File: config.mk
export PLATFORM = sky130hd
export DESIGN_NAME = cv32e40p_fetch_aligner
export DESIGN_NICKNAME = d
export VERILOG_FILES = /design/src/rtl/cv32e40p_fetch_aligner.sv
export SDC_FILE = /design/constraint.sdc
export NUM_CORES = 1
export LEC_CHECK = 0
export CORE_UTILIZATION = 35
export CTS_BUF_LIST = sky130_fd_sc_hd__clkbuf_4
export CTS_CLUSTER_DIAMETER = 200
export DETAILED_ROUTE_END_ITERATION = 10
export GPL_TIMING_DRIVEN = 0
export HOLD_SLACK_MARGIN = 0.15
export PLACE_DENSITY = 0.71
export SYNTH_ARGS = -nofsm -noshare
export SYNTH_HDL_FRONTEND = slang
export SYNTH_SLANG_ARGS = --single-unit
File: constraint.sdc
create_clock -name clk -period 6.98 [get_ports clk]
set_clock_uncertainty 0.2 [all_clocks]
set_input_delay 1.396 -clock clk [delete_from_list [all_inputs] [get_ports clk]]
set_output_delay 1.396 -clock clk [all_outputs]
set_load 0.01 [all_outputs]
File: src/rtl/cv32e40p_fetch_aligner.sv
// Instruction aligner: turns word-aligned fetch words into 16/32-bit instructions
// with PC tracking, halfword residue for straddling instructions and branch redirect.
module cv32e40p_fetch_aligner (
  input  logic        clk,
  input  logic        rst_n,
  input  logic [31:0] boot_addr_i,
  input  logic        fetch_valid_i,
  input  logic [31:0] fetch_rdata_i,
  output logic        fetch_ready_o,
  output logic        instr_valid_o,
  output logic [31:0] instr_aligned_o,
  output logic        instr_is_compressed_o,
  output logic [31:0] pc_o,
  input  logic        id_ready_i,
  input  logic        branch_i,
  input  logic [31:0] branch_addr_i
);

  typedef enum logic [1:0] {
    ALIGNED    = 2'd0,
    MISALIGNED = 2'd1,
    BRANCH_MIS = 2'd2
  } state_e;

  state_e      state_q, state_d;
  logic [15:0] hw_q, hw_d;
  logic [31:0] pc_q, pc_d;

  logic        instr_valid;
  logic        fetch_ready;
  logic [31:0] instr;
  logic        fetch_hs;

  // Low address bits that never reach the datapath (PCs are halfword/word aligned).
  logic unused_addr_bits;
  assign unused_addr_bits = ^{branch_addr_i[0], boot_addr_i[1:0]};

  function automatic logic is_full_len(input logic [1:0] opc);
    return opc == 2'b11;
  endfunction

  assign fetch_hs = fetch_valid_i & fetch_ready;

  always_comb begin
    state_d     = state_q;
    hw_d        = hw_q;
    pc_d        = pc_q;
    instr       = 32'h0;
    instr_valid = 1'b0;
    fetch_ready = 1'b0;

    unique case (state_q)
      ALIGNED: begin
        instr_valid = fetch_valid_i;
        fetch_ready = id_ready_i;
        if (is_full_len(fetch_rdata_i[1:0])) begin
          instr = fetch_rdata_i;
          if (fetch_valid_i && id_ready_i) begin
            pc_d = pc_q + 32'd4;
          end
        end else begin
          instr = {16'h0, fetch_rdata_i[15:0]};
          if (fetch_valid_i && id_ready_i) begin
            hw_d    = fetch_rdata_i[31:16];
            pc_d    = pc_q + 32'd2;
            state_d = MISALIGNED;
          end
        end
      end

      MISALIGNED: begin
        if (!is_full_len(hw_q[1:0])) begin
          // Residue is a whole compressed instruction; the fetch word waits.
          instr       = {16'h0, hw_q};
          instr_valid = 1'b1;
          fetch_ready = 1'b0;
          if (id_ready_i) begin
            pc_d    = pc_q + 32'd2;
            state_d = ALIGNED;
          end
        end else begin
          instr       = {fetch_rdata_i[15:0], hw_q};
          instr_valid = fetch_valid_i;
          fetch_ready = id_ready_i;
          if (fetch_valid_i && id_ready_i) begin
            hw_d = fetch_rdata_i[31:16];
            pc_d = pc_q + 32'd4;
          end
        end
      end

      BRANCH_MIS: begin
        // Lower halfword precedes the target and is dropped.
        fetch_ready = 1'b1;
        if (fetch_valid_i) begin
          hw_d    = fetch_rdata_i[31:16];
          state_d = MISALIGNED;
        end
      end

      default: begin
        state_d = ALIGNED;
      end
    endcase

    if (branch_i) begin
      instr_valid = 1'b0;
      fetch_ready = 1'b0;
      hw_d        = hw_q;
      pc_d        = {branch_addr_i[31:1], 1'b0};
      state_d     = branch_addr_i[1] ? BRANCH_MIS : ALIGNED;
    end
  end

  always_ff @(posedge clk) begin
    if (!rst_n) begin
      state_q <= ALIGNED;
      hw_q    <= 16'h0;
      pc_q    <= {boot_addr_i[31:2], 2'b00};
    end else begin
      state_q <= state_d;
      hw_q    <= hw_d;
      pc_q    <= pc_d;
    end
  end

  assign fetch_ready_o         = fetch_ready;
  assign instr_valid_o         = instr_valid;
  assign instr_aligned_o       = instr;
  assign instr_is_compressed_o = !is_full_len(instr[1:0]);
  assign pc_o                  = pc_q;

endmodule

==> results.toml, run 1 <==
[status]
status = "completed"

[synth]
synth-main-ff-cell = "edfxtp_1"
synth_area_leader_cell = "edfxtp_1"
yosys_warnings = 0
seq_area_frac_synth_pct = 37.0
synthTopCellsByCount = "nor2_1, mux2i_1, edfxtp_1"
syn_nets = 482
synth_area_leaders = "edfxtp_1, dfxtp_1, mux2i_1, nor2_1, a22o_1"
synth_edf_count = 30
synth_cell_types = 54
synth_area_sq_um = 3470
synth_top_area_share_pct = 26.0
synth.ff_latch_count = 49
syn_avg_cell_area_sq_um = 9.14
syn_inst = 379
synthArstFlopShare_pct = 0
synthMostInstantiatedCell = "nor2_1"

[detailed_routing]
drt-pass1-iter-count = 4
post_drt_via_cell_ratio = 5.55
drc = 0
wl_mm = 12.0
antenna_left = 0
num_vias = 3781
detail_route.wl_per_cell_um = 17.6
drtIter0Drc = 158

[sta]
worst_pin_slew_ns = 0.953
relSlewSlack_pct = 36.0
maxSlewViolCount = 0
fin_crit_sh_pct = 82.9
finalHoldViolCount = 0
timing.fmax_mhz = 173
rsz0062_at_grt = "no"
setup_ws_ns = 1.20
setup_violations = 0
timing.hold.ws_ns = 0.325
min_period_ns = 5.78

[clock_tree]
clock_sinks = 49
clock_latency_ns = 0.37
cts_resized = 0
htree_levels = 2
cts_tree = "done"
cts_inserted_buffers = 5
post_cts_buffers = 0
cts_root_buffer = "clkbuf_4"
hold_buffers = 0
clk_pin_slew_ns = 0.14
clockBufferDepth = 2

[die]
die_area_sq_um = 10300
start_util_pct = 36.8
die_w_um = 102
dieHeight_um = 102
ioPinCount = 168
core_region_area_sq_um = 9420
rows = 35

[pwr]
max-vdd-ir-drop_mv = 0.0720
p_per_area_nw_per_um2 = 146
p_leak_uw = 0.00189

[layout]
drive_gt1_share_pct = 5.80
antenna_cells = 0
fin_nets = 654
syn2layout_area_growth_pct = 54.2
fin_util_pct = 56.8

[worst_setup_path]
path_common_cell = "clkdlybuf4s50_1"
slowest_delay_ns = 0.75
worstReg2RegEnd = "pc_o[24]$_DFFE_PP_"
crit_chain = "clkdlybuf4s50_1 -> nand2_1 -> nor3_1 -> clkbuf_1 -> a22o_1 -> clkdlybuf4s50_1"
end_kind = "primary output"
cp.arrival_ns = 4.19
start_kind = "primary input"
rr_startpoint = "pc_o[15]$_DFFE_PP_"
worstRegToRegCells = 6
crit_fanout = 10
crit_slowest_cell = "nor3_1"
path_class = "in2out"
reg2reg_slack_ns = 4.26
crit_required_ns = 5.38

[global_route]
grt_pass1_wl_mm = 18.8
track_usage_pct = 23.4
grt_pass1_vias = 3877
grt_max_degree = 15
grt-ovfl-total = 0
antenna_found_initial = 0

[run]
cap_violations = 0

[placement]
numPortBuffers = 162
dp_slack_ns = 1.18
hpwl_mm = 9.15
routabilityCongestion = 0.830

[worst_hold_path]
worstHoldStart = "hw_q[12]$_SDFFE_PN0P_"
holdPathStages = 2
min_to = "hw_q[12]$_SDFFE_PN0P_"
holdCritPathClass = "reg2reg"
==> state kept, by name, indices dropped and copies added (netlist names) <==
name	flops
pc_o	31
state_q	2
hw_q	16
==> cell type report <==
type | count | area [sq um]
fill | 854 | 4070
multi-input combinational | 296 | 2030
timing repair buffer | 165 | 1650
sequential | 49 | 1280
tap | 129 | 161
buffer | 28 | 143
clock buffer | 7 | 52.6
inverter | 6 | 22.5
clock inverter | 1 | 5.00
==> per-stage QoR <==
step | TNS [ns] | total power, uW | instances | area [sq um]
final | 0 | 781 | 681 | 5340
after global routing | 0 | 820 | 681 | 5340
after CTS | 0 | 783 | 681 | 5340
after detailed placement | 0 | 645 | 673 | 5290
after global placement | -48.30 | 638 | 670 | 5250
after floorplan | 0 | 484 | 379 | 3470
==> where the power goes <==
| part | leakage [uW] | switching, uW | internal [uW] |
|---|---|---|---|
| registers | 0.000470 | 36.0 | 338 |
| clock network | 0.0000361 | 93.9 | 47.3 |
| logic | 0.00138 | 112 | 154 |
| total | 0.00189 | 242 | 539 |
==> routing by layer <==
metal | part of all wire [%] | track usage (%) | up-vias
li1 | - | - | 1792
met1 | 42 | 27.9 | 1792
met2 | 48 | 41.2 | 178
met3 | 8.5 | 5.80 | 19
met4 | 1.5 | 7.36 | 0
met5 | 0 | 0 | -
==> how the worst max path moves through the flow <==
stage                                 from             endpoint  slack (ns)  cells after the start
after floorplan           fetch_rdata_i[0]   pc_o[10]$_DFFE_PP_        1.05                      3
after global placement    fetch_rdata_i[0]   pc_o[25]$_DFFE_PP_       -1.61                      4
after detailed placement  fetch_rdata_i[1]  instr_aligned_o[29]        1.18                      6
after CTS                 fetch_rdata_i[1]  instr_aligned_o[29]        1.18                      6
after global routing      fetch_rdata_i[1]  instr_aligned_o[29]        1.05                      6
final                     fetch_rdata_i[0]  instr_aligned_o[29]        1.20                      6
==> logic make-up after synthesis <==
group	synth area share, %
flops	37.0
other cells	0.108
compound gates	22.4
buf+inv	4.77
mux	11.8
simple gates	19.7
xor+xnor	3.54
fa+ha+maj	0.722
==> critical path, delay by kind of cell <==
kind | cells | cell delay (ns)
compound gates | 1 | 0.24
simple gates | 2 | 0.89
buf+inv | 3 | 1.65
==> placed cells by master (no fill, tap or decap), drive strengths merged, types with 12 or more instances in the layout <==
cell type      Yosys  layout
nor2              44      44
nand4             13      13
nor3              18      18
edfxtp            30      30
buf               11      14
nand3             13      13
mux2i             37      37
nand2             16      16
a22o              16      16
dfxtp             19      19
clkbuf            17      24
clkdlybuf4s50      0     162
o2bb2ai           12      12
a22oi             12      12
o21ai             32      32
(Power assumes the default switching activity.)
==> run 2: changes to the inputs <==
Settings changed: PLACE_DENSITY 0.71 to 0.74.
Clock period 6.98 ns to 4.8 ns, I/O delays scaled along.
==> results.toml, run 2 (synthesized netlist as in run 1, its figures left out) <==
[die]
rows = 35
die_w_um = 102
dieHeight_um = 102
ioPinCount = 168
start_util_pct = 36.8
core_region_area_sq_um = 9420
die_area_sq_um = 10300

[pwr]
fin_total_pwr_uw = 1140
p_leak_uw = 0.00188
p_per_area_nw_per_um2 = 212
max-vdd-ir-drop_mv = 0.0879

[placement]
routabilityCongestion = 0.871
numPortBuffers = 162
hpwl_mm = 9.16
dp.cells = 671

[worst_setup_path]
path_class = "in2out"
crit_required_ns = 3.64
crit_buf_inv = 3
slowest_delay_ns = 0.64
crit_family = "buffers and inverters"
cp.arrival_ns = 3.43
path_common_cell = "clkdlybuf4s50_1"
end_kind = "primary output"
start_kind = "primary input"
crit_fanout = 10
crit_slowest_cell = "clkdlybuf4s50_1"
crit_chain = "clkdlybuf4s50_1 -> nand2_1 -> nor3_4 -> clkbuf_1 -> a22o_1 -> clkdlybuf4s50_1"

[clock_tree]
htree_levels = 2
cts_tree = "done"
post_cts_buffers = 0
clock_sinks = 49
clock_latency_ns = 0.37
hold_buffers = 0
clockBufferDepth = 2
cts_root_buffer = "clkbuf_4"
clk_pin_slew_ns = 0.14
cts_inserted_buffers = 5

[detailed_routing]
detail_route.wl_per_cell_um = 17.6
drc = 0
drt-pass1-iter-count = 4
drtIter0Drc = 167
wl_mm = 11.9
antenna_left = 0
post_drt_via_cell_ratio = 5.51
num_vias = 3739

[run]
cap_violations = 0

[sta]
finalHoldViolCount = 0
setup_violations = 0
worst_pin_slew_ns = 0.908
rsz0062_at_grt = "no"
relSlewSlack_pct = 39.3
min_period_ns = 4.59
timing.fmax_mhz = 218
finalSetupTns_ns = 0
fin_crit_sh_pct = 95.6
maxSlewViolCount = 0

[global_route]
track_usage_pct = 23.4
antenna_found_initial = 0
grt_max_degree = 17
grt_pass1_wl_mm = 18.7
grt_pass1_vias = 3811
grt-ovfl-total = 0

[layout]
syn2layout_area_growth_pct = 54.3
stdcell_count = 679
layout_common_cells = "clkdlybuf4s50_1, nor2_1, mux2i_1"
antenna_cells = 0
largest_register_ffs = 31
fin_util_pct = 56.8
drive_gt1_share_pct = 5.64
fin_nets = 652
final_common_cell = "clkdlybuf4s50_1"

[status]
status = "completed"

[worst_hold_path]
holdCritPathClass = "reg2reg"
==> run 2: changes by cell type in the layout (fill, tap and decap cells not counted), sizes merged <==
cell	change
clkinv	-1
buf	-2
inv	+1
==> run 2: final timing paths <==
path / depth (start not counted) / start / endpoint / slack [ns]
hold reg to reg: 2 / hw_q[13]$_SDFFE_PN0P_ / hw_q[13]$_SDFFE_PN0P_ / 0.32
hold / removal: 2 / hw_q[13]$_SDFFE_PN0P_ / hw_q[13]$_SDFFE_PN0P_ / 0.32
setup / recovery: 6 / fetch_rdata_i[1] / instr_aligned_o[24] / 0.21
setup reg to reg: 6 / pc_o[15]$_DFFE_PP_ / pc_o[24]$_DFFE_PP_ / 2.07
==> run 2: metal layers <==
metal	up-vias	routed length, um	global-route usage [%]
met5	-	0	0
met4	0	208	7.36
met3	20	944	6.21
met2	168	5860	41.2
met1	1763	4910	27.6
li1	1788	-	-
==> run 2: what timing repair did <==
| action | CTS | global route |
|---|---|---|
| gates resized for setup | 1 | 1 |
| pin swaps | 0 | 0 |
| hold endpoints to repair | 0 | 0 |
| setup endpoints to repair | 10 | 2 |
==> run 2: stage by stage <==
step           cell area [sq um]  setup WS [ns]  hold slack, ns
2_1_floorplan               3470          0.571           0.260
3_3_place_gp                5250          -1.39           0.279
3_5_place_dp                5280         -0.190           0.284
4_1_cts                     5340          0.132           0.324
5_1_grt                     5350          0.120           0.356
6_report                    5350          0.210           0.316
==> run 2: layout make-up <==
type	count	area (sq um)
Clock inverter	1	3.75
Inverter	6	22.5
Buffer	28	143
Fill cell	866	4070
Multi-Input combinational cell	296	2050
Timing Repair Buffer	163	1640
Tap cell	129	161
Sequential cell	49	1280
Clock buffer	7	52.6
==> run 2: power by group <==
group          internal (uW)  total [uW]  leakage [uW]  switching (uW)
logic                    223         388       0.00137             165
registers                492         543      0.000470            50.8
clock network           68.5         204     0.0000365             136
total                    784        1140       0.00188             351
==> run 2: worst register-to-register path, cell delays in order, from the launching register on <==
cell,delay [ns]
edfxtp_1,0.50
nand4_1,0.28
nor4_1,0.74
and2_1,0.25
a21oi_1,0.08
a41o_1,0.20
a221o_1,0.25
